`config.mk`:
```
export PLATFORM = sky130hd
export DESIGN_NAME = fmap_plane_reader
export DESIGN_NICKNAME = d
export VERILOG_FILES = /design/src/rtl/cnn_pkg.sv /design/src/rtl/fmap_rd_fifo.sv /design/src/rtl/fmap_plane_reader.sv
export SDC_FILE = /design/constraint.sdc
export NUM_CORES = 1
export LEC_CHECK = 0
export ABC_CLOCK_PERIOD_IN_PS = 3110
export CAP_MARGIN = 20
export CORE_MARGIN = 5
export CORE_UTILIZATION = 40
export DETAILED_ROUTE_END_ITERATION = 12
export GPL_TIMING_DRIVEN = 1
export SYNTH_ARGS = -nofsm -noshare
export SYNTH_HDL_FRONTEND = slang
export SYNTH_SLANG_ARGS = --single-unit
```
`constraint.sdc`:
```
create_clock -name clk -period 3.11 [get_ports clk]
set_input_delay 0.622 -clock clk [delete_from_list [all_inputs] [get_ports clk]]
set_output_delay 0.622 -clock clk [all_outputs]
set_load 0.01 [all_outputs]
```
`src/rtl/cnn_pkg.sv`:
```
// cnn_pkg: constants and types shared by the feature-map read and write address paths
package cnn_pkg;
  localparam int DEF_ADDR_W = 16;
  localparam int DEF_DATA_W = 16;
  localparam int DEF_PLANE_SIZE = 196;
  localparam int DEF_NUM_PLANES = 4;
  localparam int DEF_PLANE_STRIDE = 196;
  localparam int DEF_RD_LAT = 2;
  localparam int SB_W = 10;
  typedef enum logic [1:0] {ST_IDLE, ST_RUN, ST_DRAIN} fmap_state_e;
  typedef struct packed {
    logic last_pix;
    logic last_plane;
    logic [7:0] plane_idx;
  } fmap_sb_t;
  function automatic int fifo_depth(input int rd_lat);
    return rd_lat + 2;
  endfunction
endpackage

```
`src/rtl/fmap_rd_fifo.sv`:
```
// fmap_rd_fifo: first-word fall-through FIFO with occupancy count for read-return data
module fmap_rd_fifo #(
  parameter int DEPTH = 4,
  parameter int WIDTH = 26,
  localparam int CW = $clog2(DEPTH + 1),
  localparam int PW = $clog2(DEPTH)
) (
  input  logic             clk,
  input  logic             rst_n,
  input  logic             wr_en,
  input  logic [WIDTH-1:0] wr_data,
  input  logic             rd_en,
  output logic [WIDTH-1:0] rd_data,
  output logic             rd_valid,
  output logic [CW-1:0]    count
);
  logic [WIDTH-1:0] mem_q [DEPTH];
  logic [WIDTH-1:0] mem_d [DEPTH];
  logic [PW-1:0] wr_ptr_q, wr_ptr_d, rd_ptr_q, rd_ptr_d;
  logic [CW-1:0] count_q, count_d;
  logic pop;
  function automatic logic [PW-1:0] ptr_inc(input logic [PW-1:0] p);
    return (p == PW'(DEPTH - 1)) ? '0 : p + PW'(1);
  endfunction
  always_comb begin
    pop = rd_en && (count_q != '0);
    mem_d = mem_q;
    if (wr_en) mem_d[wr_ptr_q] = wr_data;
    wr_ptr_d = wr_en ? ptr_inc(wr_ptr_q) : wr_ptr_q;
    rd_ptr_d = pop ? ptr_inc(rd_ptr_q) : rd_ptr_q;
    count_d = count_q + CW'(wr_en) - CW'(pop);
  end
  always_ff @(posedge clk) begin
    if (!rst_n) begin
      mem_q <= '{default: '0};
      wr_ptr_q <= '0;
      rd_ptr_q <= '0;
      count_q <= '0;
    end else begin
      mem_q <= mem_d;
      wr_ptr_q <= wr_ptr_d;
      rd_ptr_q <= rd_ptr_d;
      count_q <= count_d;
    end
  end
  assign rd_data = mem_q[rd_ptr_q];
  assign rd_valid = count_q != '0;
  assign count = count_q;
  // credit control upstream guarantees a free slot for every returning read
  assert property (@(posedge clk) disable iff (!rst_n) !(wr_en && count_q == CW'(DEPTH)));
endmodule

```
`src/rtl/fmap_plane_reader.sv`:
```
// fmap_plane_reader: fetches NUM_PLANES feature-map planes from result memory and streams
// them out over valid/ready, using a credit-limited prefetch FIFO to hide read latency.
module fmap_plane_reader
  import cnn_pkg::*;
#(
  parameter int ADDR_W = DEF_ADDR_W,
  parameter int DATA_W = DEF_DATA_W,
  parameter int PLANE_SIZE = DEF_PLANE_SIZE,
  parameter int NUM_PLANES = DEF_NUM_PLANES,
  parameter int PLANE_STRIDE = DEF_PLANE_STRIDE,
  parameter int RD_LAT = DEF_RD_LAT
) (
  input  logic              clk,
  input  logic              rst_n,
  input  logic              start,
  input  logic [ADDR_W-1:0] base_addr,
  output logic              busy,
  output logic              done,
  output logic              mem_rd_en,
  output logic [ADDR_W-1:0] mem_rd_addr,
  input  logic [DATA_W-1:0] mem_rd_data,
  output logic [DATA_W-1:0] out_data,
  output logic              out_valid,
  input  logic              out_ready,
  output logic              out_last_pix,
  output logic              out_last_plane,
  output logic [7:0]        out_plane_idx
);
  localparam int FIFO_DEPTH = fifo_depth(RD_LAT);
  localparam int CW = $clog2(FIFO_DEPTH + 1);
  localparam int PIX_W = $clog2(PLANE_SIZE + 1);
  localparam int FW = DATA_W + SB_W;
  fmap_state_e state_q, state_d;
  logic [ADDR_W-1:0] plane_base_q, plane_base_d, cur_addr_q, cur_addr_d;
  logic [PIX_W-1:0] pix_q, pix_d;
  logic [7:0] plane_q, plane_d;
  logic done_q, done_d;
  logic [RD_LAT-1:0] pipe_vld_q, pipe_vld_d;
  fmap_sb_t pipe_sb_q [RD_LAT];
  fmap_sb_t pipe_sb_d [RD_LAT];
  logic [CW-1:0] fifo_count;
  logic [FW-1:0] fifo_rd_data;
  fmap_sb_t head_sb;
  logic pop, issue, credit, at_last_pix, at_last_plane;
  always_comb begin
    pop = out_valid && out_ready;
    at_last_pix = pix_q == PIX_W'(PLANE_SIZE - 1);
    at_last_plane = plane_q == 8'(NUM_PLANES - 1);
    // a beat leaving this cycle already frees its slot
    credit = (int'(fifo_count) - int'(pop) + $countones(pipe_vld_q)) < FIFO_DEPTH;
    issue = (state_q == ST_RUN) && credit;
    pipe_vld_d[0] = issue;
    pipe_sb_d[0] = '{last_pix: at_last_pix, last_plane: at_last_plane, plane_idx: plane_q};
    for (int i = 1; i < RD_LAT; i++) begin
      pipe_vld_d[i] = pipe_vld_q[i-1];
      pipe_sb_d[i] = pipe_sb_q[i-1];
    end
    state_d = state_q;
    plane_base_d = plane_base_q;
    cur_addr_d = cur_addr_q;
    pix_d = pix_q;
    plane_d = plane_q;
    done_d = 1'b0;
    case (state_q)
      ST_IDLE: if (start) begin
        plane_base_d = base_addr;
        cur_addr_d = base_addr;
        pix_d = '0;
        plane_d = '0;
        state_d = ST_RUN;
      end
      ST_RUN: if (issue) begin
        if (at_last_pix) begin
          pix_d = '0;
          plane_d = plane_q + 8'd1;
          plane_base_d = plane_base_q + ADDR_W'(PLANE_STRIDE);
          cur_addr_d = plane_base_d;
          if (at_last_plane) state_d = ST_DRAIN;
        end else begin
          pix_d = pix_q + PIX_W'(1);
          cur_addr_d = cur_addr_q + ADDR_W'(1);
        end
      end
      ST_DRAIN: begin
        if (done_q) state_d = ST_IDLE;
        else if (pop && out_last_pix && out_last_plane) done_d = 1'b1;
      end
      default: state_d = ST_IDLE;
    endcase
  end
  always_ff @(posedge clk) begin
    if (!rst_n) begin
      state_q <= ST_IDLE;
      plane_base_q <= '0;
      cur_addr_q <= '0;
      pix_q <= '0;
      plane_q <= '0;
      done_q <= 1'b0;
      pipe_vld_q <= '0;
      pipe_sb_q <= '{default: '0};
    end else begin
      state_q <= state_d;
      plane_base_q <= plane_base_d;
      cur_addr_q <= cur_addr_d;
      pix_q <= pix_d;
      plane_q <= plane_d;
      done_q <= done_d;
      pipe_vld_q <= pipe_vld_d;
      pipe_sb_q <= pipe_sb_d;
    end
  end
  fmap_rd_fifo #(.DEPTH(FIFO_DEPTH), .WIDTH(FW)) u_fifo (
    .clk(clk),
    .rst_n(rst_n),
    .wr_en(pipe_vld_q[RD_LAT-1]),
    .wr_data({mem_rd_data, pipe_sb_q[RD_LAT-1]}),
    .rd_en(out_ready),
    .rd_data(fifo_rd_data),
    .rd_valid(out_valid),
    .count(fifo_count)
  );
  assign {out_data, head_sb} = fifo_rd_data;
  assign out_last_pix = head_sb.last_pix;
  assign out_last_plane = head_sb.last_plane;
  assign out_plane_idx = head_sb.plane_idx;
  assign busy = state_q != ST_IDLE;
  assign done = done_q;
  assign mem_rd_en = issue;
  assign mem_rd_addr = cur_addr_q;
endmodule
```
# Yosys cells after proc, flatten, opt, wreduce, memory -nomap -nowiden
# Cells that the tools add are included.
[word_totals]
register_bits = 184
input_bits = 36
output_inout_bits = 46
word_cells = 92
[classes]
n_addsub = 11
magnitude_cmp = 4
eq_ne = 11
muxes = 29
bitwise = 4
n_reduce_logical = 13
[ops]
columns = ["op", "n"]
rows = [
  ["104-bit bitwise mux", 1],
  ["16-bit 2-to-1 mux", 5],
  ["26-bit 2-to-1 mux", 3],
  ["16-bit case mux with 2 select lines", 2],
  ["26-bit binary-select mux with 2-bit select", 1],
  ["26-bit demux with 2-bit select", 1],
  ["8-bit 2-to-1 mux", 5],
  ["8-bit case mux with 2 select lines", 2],
  ["16-bit by 1-bit adder with 16-bit output (second input constant)", 1],
  ["16-bit by 8-bit adder with 16-bit output (second input constant)", 1],
  ["8-bit by 1-bit adder with 8-bit output (second input constant)", 2],
  ["2-bit 2-to-1 mux", 7],
  ["2-bit inequality test (second input constant)", 5],
  ["8-bit by 2-bit equality test with 1-bit output (second input constant)", 1],
  ["8-bit equality test (second input constant)", 1],
  ["2-bit equality test (second input constant)", 3],
  ["3-bit >= comparator (second input constant)", 2],
  ["2-bit inverter with 3-bit output", 2],
  ["2-bit case mux with 3 select lines", 1],
  ["4-bit by 3-bit adder with 5-bit output", 1],
  ["1-bit logical AND", 5],
  ["5-bit by 4-bit less-than comparator with 1-bit output (second input constant)", 1],
  ["5-bit AND reduction", 1],
  ["2-bit by 1-bit adder with 2-bit output (second input constant)", 2],
  ["other kinds (14)", 16],
]

# Longest topological paths before layout
# Gate-level depths: netlist (run 1).
[depth]
ltp_word = 8
ltp_mapped = 12

# By module
# From an unflattened synthesis (run 1), not the netlist that was laid out.
[unflattened]
hier_cells = 976
area_unflattened_um2 = 9069.9
[modules_own_cells]
columns = ["module", "n_inst", "cells_each", "area_each_um2", "seq_area_each_um2"]
rows = [
  ["fmap_rd_fifo", 1, 545, 5454.0, 2222.1],
  ["fmap_plane_reader", 1, 431, 3616.0, 1461.4],
]

# Worst setup path before layout (run 1)
# Ideal clock, no wire load.
[synth_path]
path_type = "input -> register"
start = "input out_ready"
end = "register plane_q[5]"
setup_ns = 0.069
arrival_time_ns = 2.813
required_ns = 3.041
path_slack_ns = 0.228
path_stages = 10
cell_sequence = "o31ai_4 or2_2 ha_1 ha_1 nand2b_1 a311o_1 a21o_1 buf_6 or4_1 o21ai_1"
[synth_between]
elab_chain_cells = 7
[synth_rtl]
columns = ["item", "line", "source"]
rows = [
  ["start, declared", "fmap_plane_reader.sv:24", "input logic out_ready,"],
  ["1-bit logical AND", "fmap_plane_reader.sv:46", "pop = out_valid && out_ready;"],
  ["3-bit by 1-bit subtractor with 4-bit output", "fmap_plane_reader.sv:50", "credit = (int'(fifo_count) - int'(pop) + $countones(pipe_vld_q)) < FIFO_DEPTH;"],
  ["4-bit by 3-bit adder with 5-bit output", "fmap_plane_reader.sv:50", ""],
  ["5-bit by 4-bit less-than comparator with 1-bit output", "fmap_plane_reader.sv:50", ""],
  ["1-bit logical AND", "fmap_plane_reader.sv:51", "issue = (state_q == ST_RUN) && credit;"],
  ["2-bit inequality test (no line)", "n/a", ""],
  ["4-bit AND reduction (no line)", "n/a", ""],
  ["end signal, assigned", "fmap_plane_reader.sv:106", "plane_q <= plane_d;"],
  ["end, declared", "fmap_plane_reader.sv:36", "logic [7:0] plane_q, plane_d;"],
]
# Every way passes these cells.
# A chain may end at the register's enable or synchronous reset.

# Final worst setup path (run 1)
[layout_path]
start = "register u_fifo.count_q[0] (netlist: u_fifo.count[0])"
end = "output mem_rd_en"
[layout_between]
elab_chain_cells = 6
[layout_rtl]
columns = ["item", "line", "source"]
rows = [
  ["start, declared", "fmap_rd_fifo.sv:20", "logic [CW-1:0] count_q, count_d;"],
  ["start signal, assigned", "fmap_rd_fifo.sv:43", "count_q <= count_d;"],
  ["3-bit nonzero test", "fmap_rd_fifo.sv:47", "assign rd_valid = count_q != '0;"],
  ["1-bit logical AND", "fmap_plane_reader.sv:46", ""],
  ["3-bit by 1-bit subtractor with 4-bit output *", "fmap_plane_reader.sv:50", ""],
  ["4-bit by 3-bit adder with 5-bit output *", "fmap_plane_reader.sv:50", ""],
  ["5-bit by 4-bit less-than comparator with 1-bit output *", "fmap_plane_reader.sv:50", ""],
  ["1-bit logical AND *", "fmap_plane_reader.sv:51", ""],
  ["end, declared", "fmap_plane_reader.sv:19", "output logic mem_rd_en,"],
]
# Mark *: on every way between the ends. The rest lies on a longest branch, timed or not.

==> results of run 1 <==
## cell type report
cell class | instances | area (µm²)
well taps | 270 | 338
flip-flops and latches | 184 | 3690
clock buffers | 21 | 460
multi-input cells | 719 | 4210
inverters | 14 | 55.1
clock inverters | 11 | 136
fillers | 1930 | 10100
repair buffers | 125 | 1200
## final timing paths
check,to,from,depth (start not counted)
worst max register to register,plane_q[5],u_fifo.count[0],10
worst min-delay path,pipe_sb_q[2],pipe_sb_d[2],1
worst min register to register,pipe_sb_q[2],pipe_sb_d[2],1
worst max-delay path,mem_rd_en,u_fifo.count[0],7
## layer usage
| metal | global-route usage | up-vias |
|---|---|---|
| met5 | 0 | - |
| met4 | 0.0441 | 0 |
| met3 | 0.0427 | 13 |
| met2 | 0.283 | 188 |
| met1 | 0.243 | 3207 |
| li1 | - | 3562 |
## state kept, by name (all words and copies together) (netlist names)
signal	flops
u_fifo.count	3
pipe_sb_d	10
done	1
mem_rd_addr	16
u_fifo.rd_ptr_q	2
pix_q	8
u_fifo.wr_ptr_q	2
u_fifo.mem_q	104
pipe_sb_q	10
state_q	2
plane_q	8
plane_base_q	16
pipe_vld_q	2
## worst max-delay path, stage by stage, from the launching register on
cell and delay (ns):
dfxtp_4 0.38, o31ai_4 0.07, or2_2 0.29, ha_1 0.28
ha_1 0.30, a31oi_2 0.22, and2_4 0.20, clkdlybuf4s15_2 0.23
## synth_stat cells, drive strengths merged, types with 3 or more instances
master,instances,share of area
or4,4,0.0037
o21ai,34,0.021
nand2b,4,0.0031
nand4,5,0.0038
a31oi,5,0.0038
ha,15,0.023
dfxtp,184,0.45
or2,3,0.0023
buf,11,0.0064
xnor2,12,0.013
a22oi,3,0.0027
nand3,26,0.016
and4,4,0.0043
or3,5,0.0038
nor3,6,0.0037
a21oi,150,0.092
o211ai,6,0.0055
o22ai,6,0.0046
mux2i,4,0.0049
xor2,8,0.0086
and2,27,0.021
clkbuf,57,0.026
and3,6,0.0046
o31ai,5,0.0063
a311oi,5,0.0053
nand2,269,0.12
inv,14,0.0064
mux4,26,0.071
nor4,5,0.0038
nor2,43,0.020
a221oi,3,0.0032
## cell families after synthesis
kind of cell,synth area share
buffers and inverters,0.0389
xor gates and xnor gates,0.0214
adders and majority gates,0.0254
AOI/OAI and AO/OA,0.164
and+or+nand+nor,0.221
DFF,0.450
muxes,0.0791
## where the power goes
group          switching [W]  total (W)  leakage, nW  internal (W)
Combinational       0.000903    0.00175         1.72      0.000843
Clock               0.000954    0.00220        0.291       0.00124
Sequential          0.000193    0.00271         1.49       0.00251
Total                0.00205    0.00665         3.51       0.00460
## stage by stage
step,utilization,total power [W],setup slack (ns),hold slack [ns]
after detailed placement,0.469,0.00444,-0.640,0.421
after CTS,0.500,0.00668,0.00578,0.434
after global routing,0.500,0.00702,-0.00916,0.442
after floorplan,-,0.00371,0.228,0.412
after global placement,0.469,0.00444,-0.636,0.416
final,0.500,0.00665,0.101,0.429
## timing repair
| item | in CTS | in global routing |
|---|---|---|
| setup buffers | 1 | 1 |
| hold buffers | 0 | 0 |
| pin swaps | 0 | 1 |
| endpoints found under the setup margin | 11 | 1 |
| gates resized for setup | 7 | 6 |
==> results.yml, run 1 <==
status:
  status: "finished clean"
synthesis:
  yosys_most_used_dff: "dfxtp_1"
  async_flop_share: 0
  synth.avg_cell_area_um2: 8.32
  syn_inst: 985
  netlist_area_mm2: 0.00819
  synth_seq_cells: 184
  synthDistinctLibCells: 58
  yosys_warnings: 0
  syn_nets: 1037
  seq_area_frac_synth: 0.450
  synth_edf_count: 0
power:
  power.leakage_nw: 3.51
  ir_worst_vdd_uv: 380
  p_per_area_mw_per_mm2: 659
clock_tree:
  clk_pin_slew_worst_paths_ns: 0.07
  h-tree-depth: 4
  cts_made_buffers: 17
  cts-root-buf: "clkbuf_16"
  clk_path_buf_depth: 2
  clkLatencyLatePin_ns: 0.43
  cts_tree: "yes"
  clock-sinks: 184
route:
  wl_met1_um: 9780
  wl_per_cell_um: 15.5
  wl_met3_um: 1270
  dr.pass1.iters: 7
  dr_total_vias: 6970
  topRoutingLayerUsed: "met4"
  antenna_left: 0
  drt_iter0_drc: 455
  dr_wl_met2_um: 9620
  routed_wl_um: 20900
  drc: 0
  via_per_inst: 5.19
floorplanning:
  core_area_mm2: 0.0202
  start_util: 0.406
  die_area_mm2: 0.0234
  chipWidth_um: 153
  die_h_um: 153
  row_count: 52
  io_pins: 82
grt:
  grt_pass1_vias: 6680
  grt_use_total: 0.177
  grt_pass1_wl_um: 34500
  grt_max_degree: 133
  grt_antenna_before_repair: 0
  overflow: 0
placed_design:
  dp_cells: 1310
  dp_hpwl_um: 13000
  placed_cell_area_mm2: 0.00946
  gp_congestion: 0.834
  portBuffers: 81
worst_setup_path:
  setup.worst_path.end_class: "primary output"
  ff2ff_setup_slack_ns: 0.30
  critical_path_class: "flip-flop to primary output"
  cp.required_ns: 2.49
  crit_fanout: 4
  crit_arrival_ns: 2.39
  startpoint_type: "flip-flop"
timing:
  finClkSkew_ns: 0.0140
  min_period_ns: 3.01
  max_slew_margin: 0.559
  finalSetupViolations: 0
  drv_slew: 0
  worst_slew_pin_slew_ns: 0.662
  setup-tns-final_ns: 0
  fmax_ghz: 0.332
  hold_viol_final: 0
  fin_crit_sh: 0.968
layout:
  fin_cells: 1344
  drive_gt1_frac: 0.113
  fin_area_mm2: 0.0101
  diodes: 0
  finalNetCount: 1113
  area_growth_syn_to_layout_pct: 23.2
  layout_commonest_cell: "nand2_1"
  final_cell_mix: "269 x nand2_1, 180 x dfxtp_1, 149 x a21oi_1, 79 x clkdlybuf4s50_1, 43 x nor2_1"
job:
  max_cap_violations: 0
worst_hold_path:
  worstHoldPathType: "flip-flop to flip-flop"
(Power assumes the default switching activity.)
==> run 2: changes to the inputs <==
RECOVER_POWER = 25   (was default)
==> run 2 against run 1 <==
Net effect:
- the flow now finishes with violations (capacitance limit, slew limit)
- via count grew 0.10%
- combinational power is essentially flat
- register-to-register slack is essentially flat
- global-route usage is the same
- clock skew grew 0.0016 ns
- highest routed layer unchanged
==> results.yml, run 2 (synthesized netlist as in run 1, its figures left out) <==
status:
  status: "finished, violations left"
  violations: "capacitance limit, slew limit"
worst_setup_path:
  startpoint_type: "flip-flop"
  crit_arrival_ns: 2.39
  rr_endpoint: "plane_q[5]"
  critical_path_class: "flip-flop to primary output"
  ff2ff_setup_slack_ns: 0.30
  cp.required_ns: 2.49
  ff2ff_path_depth: 10
  rr_startpoint: "u_fifo.count[0]"
  setup.worst_path.end_class: "primary output"
  crit_slowest_cell: "dfxtp_4"
  crit_family: "adder cells"
  crit_fanout: 4
  path_buf_inv: 1
  crit_top_cell: "ha_1"
  crit_chain: "o31ai_4 > or2_2 > ha_1 > ha_1 > a31oi_2 > and2_4 > clkdlybuf4s15_2"
  max_stage_delay_ns: 0.38
timing:
  fin_crit_sh: 0.968
  drv_slew: 133
  fin_ws_ns: 0.100
  max_slew_margin: -0.0359
  hold_viol_final: 0
  fmax_ghz: 0.332
  finalSetupViolations: 0
  min_period_ns: 3.01
  worst_slew_pin_slew_ns: 1.55
  finClkSkew_ns: 0.0156
layout:
  area_growth_syn_to_layout_pct: 23.0
  drive_gt1_frac: 0.112
  finalNetCount: 1113
  final_cell_mix: "269 x nand2_1, 180 x dfxtp_1, 149 x a21oi_1, 78 x clkdlybuf4s50_1, 43 x nor2_1"
  layout_commonest_cell: "nand2_1"
  regMostFlops: "u_fifo.mem_q"
  fin_cells: 1344
  diodes: 0
  largest_register_ffs: 104
grt:
  overflow: 0
  grt_antenna_before_repair: 0
  grt_pass1_wl_um: 34500
  grt_use_total: 0.177
  grt_pass1_vias: 6680
  grt_max_degree: 133
power:
  p_seq_frac: 0.407
  combPwrFrac: 0.262
  ir_worst_vdd_uv: 379
  p_switching_w: 0.00205
  power.leakage_nw: 3.49
  intPower_w: 0.00460
  p_per_area_mw_per_mm2: 660
  pwr-share-clk: 0.331
  switching_share: 0.309
floorplanning:
  core_area_mm2: 0.0202
  chipWidth_um: 153
  io_pins: 82
  start_util: 0.406
  row_count: 52
  die_h_um: 153
  die_area_mm2: 0.0234
placed_design:
  portBuffers: 81
  gp_congestion: 0.834
  dp_hpwl_um: 13000
  dp_slack_ns: -0.640
  dp_cells: 1310
route:
  via_per_inst: 5.19
  dr.pass1.iters: 6
  wl_per_cell_um: 15.5
  dr_total_vias: 6977
  routed_wl_um: 20900
  drc: 0
  antenna_left: 0
  drt_iter0_drc: 453
worst_hold_path:
  min_to: "pipe_sb_q[2]"
  worstHoldPathType: "flip-flop to flip-flop"
  hold_path.startpoint: "pipe_sb_d[2]"
  whs_path_depth: 1
clock_tree:
  clk_path_buf_depth: 2
  cts_made_buffers: 17
  clkLatencyLatePin_ns: 0.43
  clk_pin_slew_worst_paths_ns: 0.07
  clock-sinks: 184
  h-tree-depth: 4
  cts-root-buf: "clkbuf_16"
  cts_tree: "yes"
job:
  max_cap_violations: 1
==> run 2: per-layer routing <==
layer / wire, µm / global-route usage / vias up
li1: - / - / 3557
met3: 1290 / 0.0427 / 12
met2: 9600 / 0.283 / 198
met4: 171 / 0.0441 / 0
met1: 9830 / 0.243 / 3210
met5: 0 / 0 / -
==> run 2: what timing repair did <==
| action | CTS | global route |
|---|---|---|
| gates cloned | 0 | 0 |
| pin swaps | 0 | 1 |
| endpoints found under the setup margin | 11 | 1 |
| resized for setup | 7 | 6 |
| hold buffers | 0 | 0 |
| buffers inserted | 1 | 1 |
==> run 2: final cells by class <==
| class | instances | area (µm²) |
|---|---|---|
| Fill cell | 1934 | 10100 |
| Multi-Input combinational cell | 719 | 4210 |
| Sequential cell | 184 | 3690 |
| Timing Repair Buffer | 125 | 1180 |
| Clock buffer | 21 | 460 |
| Tap cell | 270 | 338 |
| Clock inverter | 11 | 136 |
| Inverter | 14 | 53.8 |
==> run 2: worst max path at each step <==
stage,start,end,slack (ns),cells past startpoint
detailed placement,out_ready,mem_rd_en,-0.64,9
CTS,out_ready,mem_rd_en,0.006,9
global placement,out_ready,mem_rd_en,-0.64,9
finish,u_fifo.count[0],mem_rd_en,0.10,7
floorplan,out_ready,plane_q[5],0.23,10
global route,u_fifo.count[0],mem_rd_en,-0.009,9
==> run 2: stage by stage <==
stage / instance area (µm²) / hold slack, ns / total power [W] / utilization / setup TNS, ns
after floorplan: 8190 / 0.412 / 0.00371 / - / 0
after global placement: 9460 / 0.416 / 0.00444 / 0.469 / -15.43
after detailed placement: 9460 / 0.421 / 0.00444 / 0.469 / -16.54
after CTS: 10100 / 0.434 / 0.00668 / 0.500 / 0
after global routing: 10100 / 0.442 / 0.00702 / 0.500 / -0.00916
final: 10100 / 0.429 / 0.00665 / 0.500 / 0
==> run 2: power by group through the flow <==
| stage | Sequential, W | Clock (W) | Combinational (W) |
|---|---|---|---|
| finish | 0.00271 | 0.00220 | 0.00174 |
| global route | 0.00274 | 0.00236 | 0.00192 |
| CTS | 0.00270 | 0.00225 | 0.00173 |
| detailed placement | 0.00275 | 0 | 0.00169 |
| global placement | 0.00275 | 0 | 0.00169 |
| floorplan | 0.00271 | 0 | 0.000997 |
==> run 2: worst register-to-register path, cell delays in order (launching register included) <==
cell	delay (ns)
dfxtp_4	0.38
o31ai_4	0.08
or2_2	0.29
ha_1	0.28
ha_1	0.18
nand2b_4	0.14
buf_4	0.14
a311o_1	0.34
a21o_1	0.31
or4_1	0.53
o21ai_1	0.08
